<file path="src/rtl/vga_img_pkg.sv">
// Shared types and constants for the VGA image-window path.
// Build option: VGA_IMG_BOUNCE_EN (window bounces around the screen) is
// consumed by vga_img_window_ctrl; nothing in this package depends on it.
package vga_img_pkg;

  localparam int H_DISP_DEF = 640;
  localparam int V_DISP_DEF = 480;

  typedef logic [15:0] rgb565_t;

  localparam rgb565_t BLACK = 16'h0000;
  localparam rgb565_t WHITE = 16'hFFFF;
  localparam rgb565_t RED   = 16'hF800;
  localparam rgb565_t GREEN = 16'h07E0;
  localparam rgb565_t BLUE  = 16'h001F;

  typedef enum logic {POS = 1'b0, NEG = 1'b1} axis_dir_t;

  // True when p lies in [lo, lo+len); 11 bits so lo+len cannot wrap on screen.
  function automatic logic in_span(input logic [10:0] p, input logic [10:0] lo,
                                   input logic [10:0] len);
    return (p >= lo) && (p < lo + len);
  endfunction

endpackage

</file>
<file path="src/rtl/vga_img_window_ctrl_if.sv">
// Image ROM read bus: the window controller is the master, the ROM the slave.
interface vga_img_window_ctrl_if
  import vga_img_pkg::*;
#(
  parameter int ADDR_W = 14
);
  logic              rom_rd_en;
  logic [ADDR_W-1:0] rom_addr;
  rgb565_t           rom_data;

  modport master (output rom_rd_en, output rom_addr, input  rom_data);
  modport slave  (input  rom_rd_en, input  rom_addr, output rom_data);
endinterface

</file>
<file path="src/rtl/vga_img_bounce_axis.sv">
// One axis of the bouncing window: origin register plus POS/NEG direction FSM.
// Advances only on frame_end, so the origin is stable for a whole frame.
module vga_img_bounce_axis
  import vga_img_pkg::*;
#(
  parameter int LIM  = 540,
  parameter int STEP = 1
) (
  input  logic       sys_clk,
  input  logic       rst_n,
  input  logic       frame_end,
  output logic [9:0] org
);
  localparam logic [10:0] LIM_W  = 11'(LIM);
  localparam logic [10:0] STEP_W = 11'(STEP);

  axis_dir_t   dir;
  logic [10:0] org_ext;

  assign org_ext = {1'b0, org};

  // Step the origin once per frame, clamping to and reversing at either edge.
  always_ff @(posedge sys_clk) begin
    // NOTE: reset is synchronous (sampled on the clock edge) and all state uses non-blocking assignments.
    if (!rst_n) begin
      org <= '0;
      dir <= POS;
    end else if (frame_end) begin
      unique case (dir)
        POS: begin
          if (org_ext + STEP_W >= LIM_W) begin
            org <= LIM_W[9:0];
            dir <= NEG;
          end else begin
            org <= 10'(org_ext + STEP_W);
          end
        end
        NEG: begin
          if (org_ext <= STEP_W) begin
            org <= '0;
            dir <= POS;
          end else begin
            org <= 10'(org_ext - STEP_W);
          end
        end
      endcase
    end
  end

endmodule

</file>
<file path="src/rtl/vga_img_window_ctrl.sv">
// Image-window sequencer: window compare, linear ROM address counter, hit delay
// line aligned to ROM latency, and the registered RGB565 mux.
// Pixel-to-rgb latency is fixed at ROM_LAT+2 cycles.
// Build option: VGA_IMG_BOUNCE_EN -- when defined the origin bounces one STEP per
// frame starting at (0,0); when undefined the origin is fixed at (X0,Y0).
module vga_img_window_ctrl
  import vga_img_pkg::*;
#(
  parameter int      H_DISP   = H_DISP_DEF,
  parameter int      V_DISP   = V_DISP_DEF,
  parameter int      IMG_W    = 100,
  parameter int      IMG_H    = 100,
  parameter int      ADDR_W   = 14,
  parameter int      ROM_LAT  = 1,
  parameter int      STEP     = 1,
  parameter int      X0       = 270,
  parameter int      Y0       = 190,
  parameter rgb565_t BG_COLOR = BLACK
) (
  input  logic                  sys_clk,
  input  logic                  rst_n,
  input  logic [9:0]            pix_x,
  input  logic [9:0]            pix_y,
  input  logic                  pix_valid,
  input  logic                  frame_end,
  vga_img_window_ctrl_if.master rom,
  output rgb565_t               rgb
);
  localparam int              IMG_PIX   = IMG_W * IMG_H;
  localparam logic [ADDR_W-1:0] ADDR_LAST = ADDR_W'(IMG_PIX - 1);

  localparam bit CFG_OK = (ROM_LAT >= 1) && (ROM_LAT <= 3) && (STEP >= 1) &&
                          ((64'd1 << ADDR_W) >= 64'(IMG_PIX)) &&
                          (X0 + IMG_W <= H_DISP) && (Y0 + IMG_H <= V_DISP);

  if (!CFG_OK) begin : g_cfg_err
    $error("vga_img_window_ctrl: inconsistent parameter set");
  end

  logic [9:0]        org_x;
  logic [9:0]        org_y;
  logic              hit;
  logic [ADDR_W-1:0] addr_cnt;
  logic [ADDR_W-1:0] cnt_nxt;
  logic [ROM_LAT:0]  hit_pipe;
  logic              hit_d;

`ifdef VGA_IMG_BOUNCE_EN
  vga_img_bounce_axis #(.LIM(H_DISP - IMG_W), .STEP(STEP)) u_axis_x (
    .sys_clk   (sys_clk),
    .rst_n     (rst_n),
    .frame_end (frame_end),
    .org       (org_x)
  );

  vga_img_bounce_axis #(.LIM(V_DISP - IMG_H), .STEP(STEP)) u_axis_y (
    .sys_clk   (sys_clk),
    .rst_n     (rst_n),
    .frame_end (frame_end),
    .org       (org_y)
  );
`else
  assign org_x = 10'(X0);
  assign org_y = 10'(Y0);
`endif

  assign hit = pix_valid &&
               in_span({1'b0, pix_x}, {1'b0, org_x}, 11'(IMG_W)) &&
               in_span({1'b0, pix_y}, {1'b0, org_y}, 11'(IMG_H));

  // Next address: frame_end restarts the image even if this pixel is a hit.
  always_comb begin
    // NOTE: the default assignment first keeps this block free of inferred latches.
    cnt_nxt = addr_cnt;
    if (frame_end) begin
      cnt_nxt = '0;
    end else if (hit) begin
      cnt_nxt = (addr_cnt == ADDR_LAST) ? '0 : addr_cnt + ADDR_W'(1);
    end
  end

  // Issue the ROM read for the current pixel and advance the address counter.
  always_ff @(posedge sys_clk) begin
    if (!rst_n) begin
      rom.rom_rd_en <= 1'b0;
      rom.rom_addr  <= '0;
      addr_cnt      <= '0;
    end else begin
      rom.rom_rd_en <= hit;
      rom.rom_addr  <= addr_cnt;
      addr_cnt      <= cnt_nxt;
    end
  end

  // Carry hit alongside the ROM access so it lines up with rom_data.
  always_ff @(posedge sys_clk) begin
    if (!rst_n) begin
      hit_pipe <= '0;
    end else begin
      hit_pipe <= {hit_pipe[ROM_LAT-1:0], hit};
    end
  end

  assign hit_d = hit_pipe[ROM_LAT];

  // Registered pixel mux: image data inside the window, background elsewhere.
  always_ff @(posedge sys_clk) begin
    if (!rst_n) begin
      rgb <= '0;
    end else begin
      rgb <= hit_d ? rom.rom_data : BG_COLOR;
    end
  end

endmodule

</file>
<file path="src/flat_wrapper.sv">
// flat-port wrapper written by rule: the top's interface ports become plain ports
module vga_img_window_ctrl_flat import vga_img_pkg::*;
#(
  parameter int      H_DISP   = H_DISP_DEF,
  parameter int      V_DISP   = V_DISP_DEF,
  parameter int      IMG_W    = 100,
  parameter int      IMG_H    = 100,
  parameter int      ADDR_W   = 14,
  parameter int      ROM_LAT  = 1,
  parameter int      STEP     = 1,
  parameter int      X0       = 270,
  parameter int      Y0       = 190,
  parameter rgb565_t BG_COLOR = BLACK
)
  (sys_clk, rst_n, pix_x, pix_y, pix_valid, frame_end, rgb, rom_rom_rd_en, rom_rom_addr, rom_rom_data);
  vga_img_window_ctrl_if #(.ADDR_W(ADDR_W)) rom_i ();
  input  logic sys_clk;
  input  logic rst_n;
  input  logic [9:0] pix_x;
  input  logic [9:0] pix_y;
  input  logic pix_valid;
  input  logic frame_end;
  output rgb565_t rgb;
  output wire logic [$bits(rom_i.rom_rd_en)-1:0] rom_rom_rd_en;
  output wire logic [$bits(rom_i.rom_addr)-1:0] rom_rom_addr;
  input wire logic [$bits(rom_i.rom_data)-1:0] rom_rom_data;
  assign rom_rom_rd_en = rom_i.rom_rd_en;
  assign rom_rom_addr = rom_i.rom_addr;
  assign rom_i.rom_data = rom_rom_data;
  vga_img_window_ctrl #(.H_DISP(H_DISP), .V_DISP(V_DISP), .IMG_W(IMG_W), .IMG_H(IMG_H), .ADDR_W(ADDR_W), .ROM_LAT(ROM_LAT), .STEP(STEP), .X0(X0), .Y0(Y0), .BG_COLOR(BG_COLOR)) u_core (.sys_clk(sys_clk), .rst_n(rst_n), .pix_x(pix_x), .pix_y(pix_y), .pix_valid(pix_valid), .frame_end(frame_end), .rom(rom_i), .rgb(rgb));
endmodule
</file>
<file path="config.mk">
export PLATFORM = sky130hd
export DESIGN_NAME = vga_img_window_ctrl_flat
export DESIGN_NICKNAME = d
export VERILOG_FILES = /design/src/rtl/vga_img_pkg.sv /design/src/rtl/vga_img_window_ctrl_if.sv /design/src/rtl/vga_img_bounce_axis.sv /design/src/rtl/vga_img_window_ctrl.sv /design/src/flat_wrapper.sv
export SDC_FILE = /design/constraint.sdc
export NUM_CORES = 1
export LEC_CHECK = 0
export ABC_AREA = 1
export BUFFER_PORTS_ARGS = -buffer_cell sky130_fd_sc_hd__buf_2
export CAP_MARGIN = 10
export CORE_ASPECT_RATIO = 1.1
export CORE_MARGIN = 3
export CORE_UTILIZATION = 54
export CTS_BUF_LIST = sky130_fd_sc_hd__clkbuf_4 sky130_fd_sc_hd__clkbuf_8
export DETAILED_ROUTE_END_ITERATION = 6
export PLACE_DENSITY = 0.91
export SLEW_MARGIN = 20
export SYNTH_ARGS = -nofsm -noshare
export SYNTH_HDL_FRONTEND = slang
export SYNTH_SLANG_ARGS = --single-unit
</file>
<file path="constraint.sdc">
create_clock -name sys_clk -period 2.83 [get_ports sys_clk]
set_input_delay 0.283 -clock sys_clk [delete_from_list [all_inputs] [get_ports sys_clk]]
set_output_delay 0.283 -clock sys_clk [all_outputs]
set_load 0.02 [all_outputs]
</file>
==> flow_summary.json <==
{
  "status": "finished clean",
  "syn_avg_cell_area_um2": 7.13,
  "drt-initial-drc-count": 83,
  "slew_viol_final": 0,
  "worst_path_dominant_cell_family": "flip-flops",
  "synth_compound_area_frac": 0.0681,
  "grt_overflow": 0,
  "fp.coreArea_mm2": 0.00336,
  "dieArea_mm2": 0.00429,
  "clk_pin_slew_worst_paths_ns": 0.13,
  "leakage_nw": 1.36,
  "met1_length_mm": 1.58,
  "htreeDepth": 2,
  "synth_top_area_cell": "dfxtp_1",
  "cp-startpoint": "u_core.addr_cnt[1]$_SDFFE_PP0P_",
  "cts_tree": "built",
  "routed_wl_mm": 3.71,
  "r2r_slack_ns": 1.20,
  "fin_nets": 379,
  "vias": 1788,
  "via_per_inst": 4.62,
  "synthMuxAreaShare": 0,
  "max-cap-violations": 0,
  "tns_ns": 0,
  "ys_types": 22,
  "dr_wl_met2_mm": 1.77,
  "ys_ff_latch": 46,
  "rr_worst_depth": 7,
  "synth_top_area_share": 0.482,
  "clockBufferDepth": 2,
  "yosysWarnings": 0,
  "synth-xor-area-share": 0,
  "hold_viol_final": 0,
  "die_height_um": 68.4,
  "max_stage_delay_ns": 0.41,
  "worst-path-stages": 7,
  "cp.arrival_ns": 1.89,
  "tightest_slew_ns": 0.479,
  "finalCritPeriodShare": 0.576,
  "ir_worst_vdd_uv": 239,
  "clockRootBuffer": "clkbuf_4",
  "dr_wl_met3_um": 300,
  "min_period_ns": 1.63,
  "r2r_end": "u_core.addr_cnt[6]$_SDFFE_PP0P_",
  "post_cts_buffers": 0,
  "rows": 22,
  "yosysSeqAreaShare": 0.482,
  "synth_fa_ha_area_frac": 0.00654,
  "num_io_pins": 71,
  "worstHoldPathType": "primary input to flop",
  "crit_type": "flop to flop",
  "endpoint": "u_core.addr_cnt[6]$_SDFFE_PP0P_",
  "cts_resized": 0,
  "diodes": 0,
  "cp.required_ns": 3.09,
  "cp-end-kind": "flop",
  "yosys-top-cells-area": "dfxtp_1, nand2_1, inv_1, nor2_1, nand3_1",
  "syn_nets": 309,
  "worstPathMaxFanout": 6,
  "die_width_um": 62.7,
  "critPathBufInv": 1,
  "cts_sinks": 46,
  "grt_max_degree": 18,
  "setup_violations": 0,
  "synthCells": 268,
  "highest_layer": "met4",
  "io_buffers": 68,
  "final_util": 0.695,
  "crit_path_start_kind": "flop",
  "drt-pass1-iter-count": 4,
  "finClkSkew_ns": 0.00841,
  "hpwl_mm": 2.85,
  "drc": 0,
  "antenna_found_initial": 0,
  "synth_area_mm2": 0.00191,
  "insertion_delay_ns": 0.36,
  "max_freq_mhz": 613,
  "cts_hold_buf": 0,
  "grt_pass1_vias": 1460,
  "cts_buffers": 5,
  "switchingPower_w": 0.000238,
  "routedWlPerCell_um": 9.58,
  "n_fill_cell": 306,
  "synth_top_family_by_area": "simple AND/OR/NAND/NOR gates",
  "p_seq_frac": 0.640,
  "crit_chain": "ha_1 > nand3_1 > inv_1 > nand2_1 > o211ai_1 > nand2_1 > o21a_1",
  "rsz0062_at_grt": "no",
  "maxSlewHeadroom": 0.680,
  "drive_gt1_frac": 0.260,
  "grt.total_usage": 0.187,
  "start_util": 0.569,
  "cp_slowest_cell": "dfxtp_1",
  "combPwrFrac": 0.062,
  "power_density_mw_per_mm2": 434,
  "p_int_w": 0.000773,
  "drtAntennaViolNets": 0,
  "yosys.area_share.simple": 0.308,
  "p_clk_frac": 0.298,
  "syn_to_final_growth_pct": 22.1,
  "routabilityCongestion": 0.895,
  "swShare": 0.236,
  "grt_first_pass_wirelength_mm": 6.21,
  "r2r-start": "u_core.addr_cnt[1]$_SDFFE_PP0P_",
  "crit_top_cell": "nand2_1"
}
layer usage:
metal  track usage  vias to the layer above
met4        0.0799                        0
met5             0                        -
met3        0.0608                        7
met1         0.206                      769
li1              -                      943
met2         0.334                       69
cells by family (layout without fill, tap and decap cells):
family          after synthesis  in the layout
simple gates                138            138
buf+inv                      64            135
flops                        46             46
compound gates               19             19
fa+ha+maj                     1              1
how the worst min path moves through the flow:
| stage | start | endpoint | slack [ns] | depth (start not counted) |
|---|---|---|---|---|
| finish | rom_rom_data[10] | u_core.rgb[10]$_SDFF_PN0_ | 0.12 | 3 |
| global route | rom_rom_data[12] | u_core.rgb[12]$_SDFF_PN0_ | 0.08 | 3 |
| CTS | rom_rom_data[14] | u_core.rgb[14]$_SDFF_PN0_ | 0.10 | 3 |
| detailed placement | u_core.hit_pipe[0]$_SDFF_PN0_ | u_core.hit_pipe[1]$_SDFF_PN0_ | 0.43 | 2 |
| global placement | u_core.hit_pipe[0]$_SDFF_PN0_ | u_core.hit_pipe[1]$_SDFF_PN0_ | 0.42 | 2 |
| floorplan | rom_rom_data[0] | u_core.rgb[0]$_SDFF_PN0_ | 0.40 | 2 |
per-stage QoR:
stage                     hold WS [ns]  cell area (um2)  setup WS (ns)  power [W]  instances
after floorplan                  0.395             1910           1.52   0.000692        268
after global placement           0.415             2270           1.27   0.000722        379
after detailed placement         0.429             2270           1.25   0.000724        379
after CTS                        0.101             2330           1.24    0.00103        387
after global routing            0.0831             2330           1.11    0.00106        387
final                            0.117             2330           1.20    0.00101        387
power groups by stage:
stage / registers, W / clock network (W) / logic (W)
2_1_floorplan: 0.000662 / 0 / 0.0000302
3_3_place_gp: 0.000662 / 0 / 0.0000604
3_5_place_dp: 0.000662 / 0 / 0.0000618
4_1_cts: 0.000648 / 0.000315 / 0.0000627
5_1_grt: 0.000648 / 0.000345 / 0.0000719
6_report: 0.000648 / 0.000302 / 0.0000624
placed cells by master, fill, tap and decap left out:
cell type and n:
a21oi_1 3, buf_2 68, clkbuf_4 5, clkinv_2 1, clkinv_4 1, clkinvlp_4 1
dfxtp_1 46, ha_1 1, inv_1 59, nand2_1 61, nand2_2 4, nand3_1 22
nand4_1 6, nor2_1 41, nor2_2 2, nor2_4 1, nor3_2 1, o211ai_1 1
o21a_1 2, o21ai_0 5, o21ai_1 2, o21ai_2 1, o21bai_1 2, o21bai_2 3
sequential cells by signal, summed over array words and instances (netlist names):
register	flops
u_core.rom.rom_addr	14
u_core.hit_pipe	2
u_core.addr_cnt	14
u_core.rgb	16
cell type report:
cell class,count,area (um2),share of cell area
clock inverter,3,21.3,0.00912
clock buffer,5,37.5,0.0161
multi-input combinational,158,732,0.314
timing repair buffer,68,340,0.146
tap,48,60.1,0.0257
inverter,59,221,0.0949
sequential,46,921,0.395
Yosys cell counts:
library cell	number
nand3_1	22
nand2_1	61
nand2_2	4
nor2_4	1
a21oi_1	3
clkbuf_1	2
nor3_2	1
nand4_1	6
nor2_2	2
inv_1	59
o21a_1	2
o21bai_2	3
o21ai_1	2
o21ai_0	5
buf_4	1
ha_1	1
o211ai_1	1
o21ai_2	1
nor2_1	41
buf_6	2
dfxtp_1	46
o21bai_1	2
worst reg2reg max path, delay by kind of cell, from the launching register on:
family | cells | cell delay, ns
flops | 1 | 0.41
simple gates | 3 | 0.37
compound gates | 2 | 0.34
buf+inv | 1 | 0.21
fa+ha+maj | 1 | 0.21
Power figures use the tool's default switching activity.
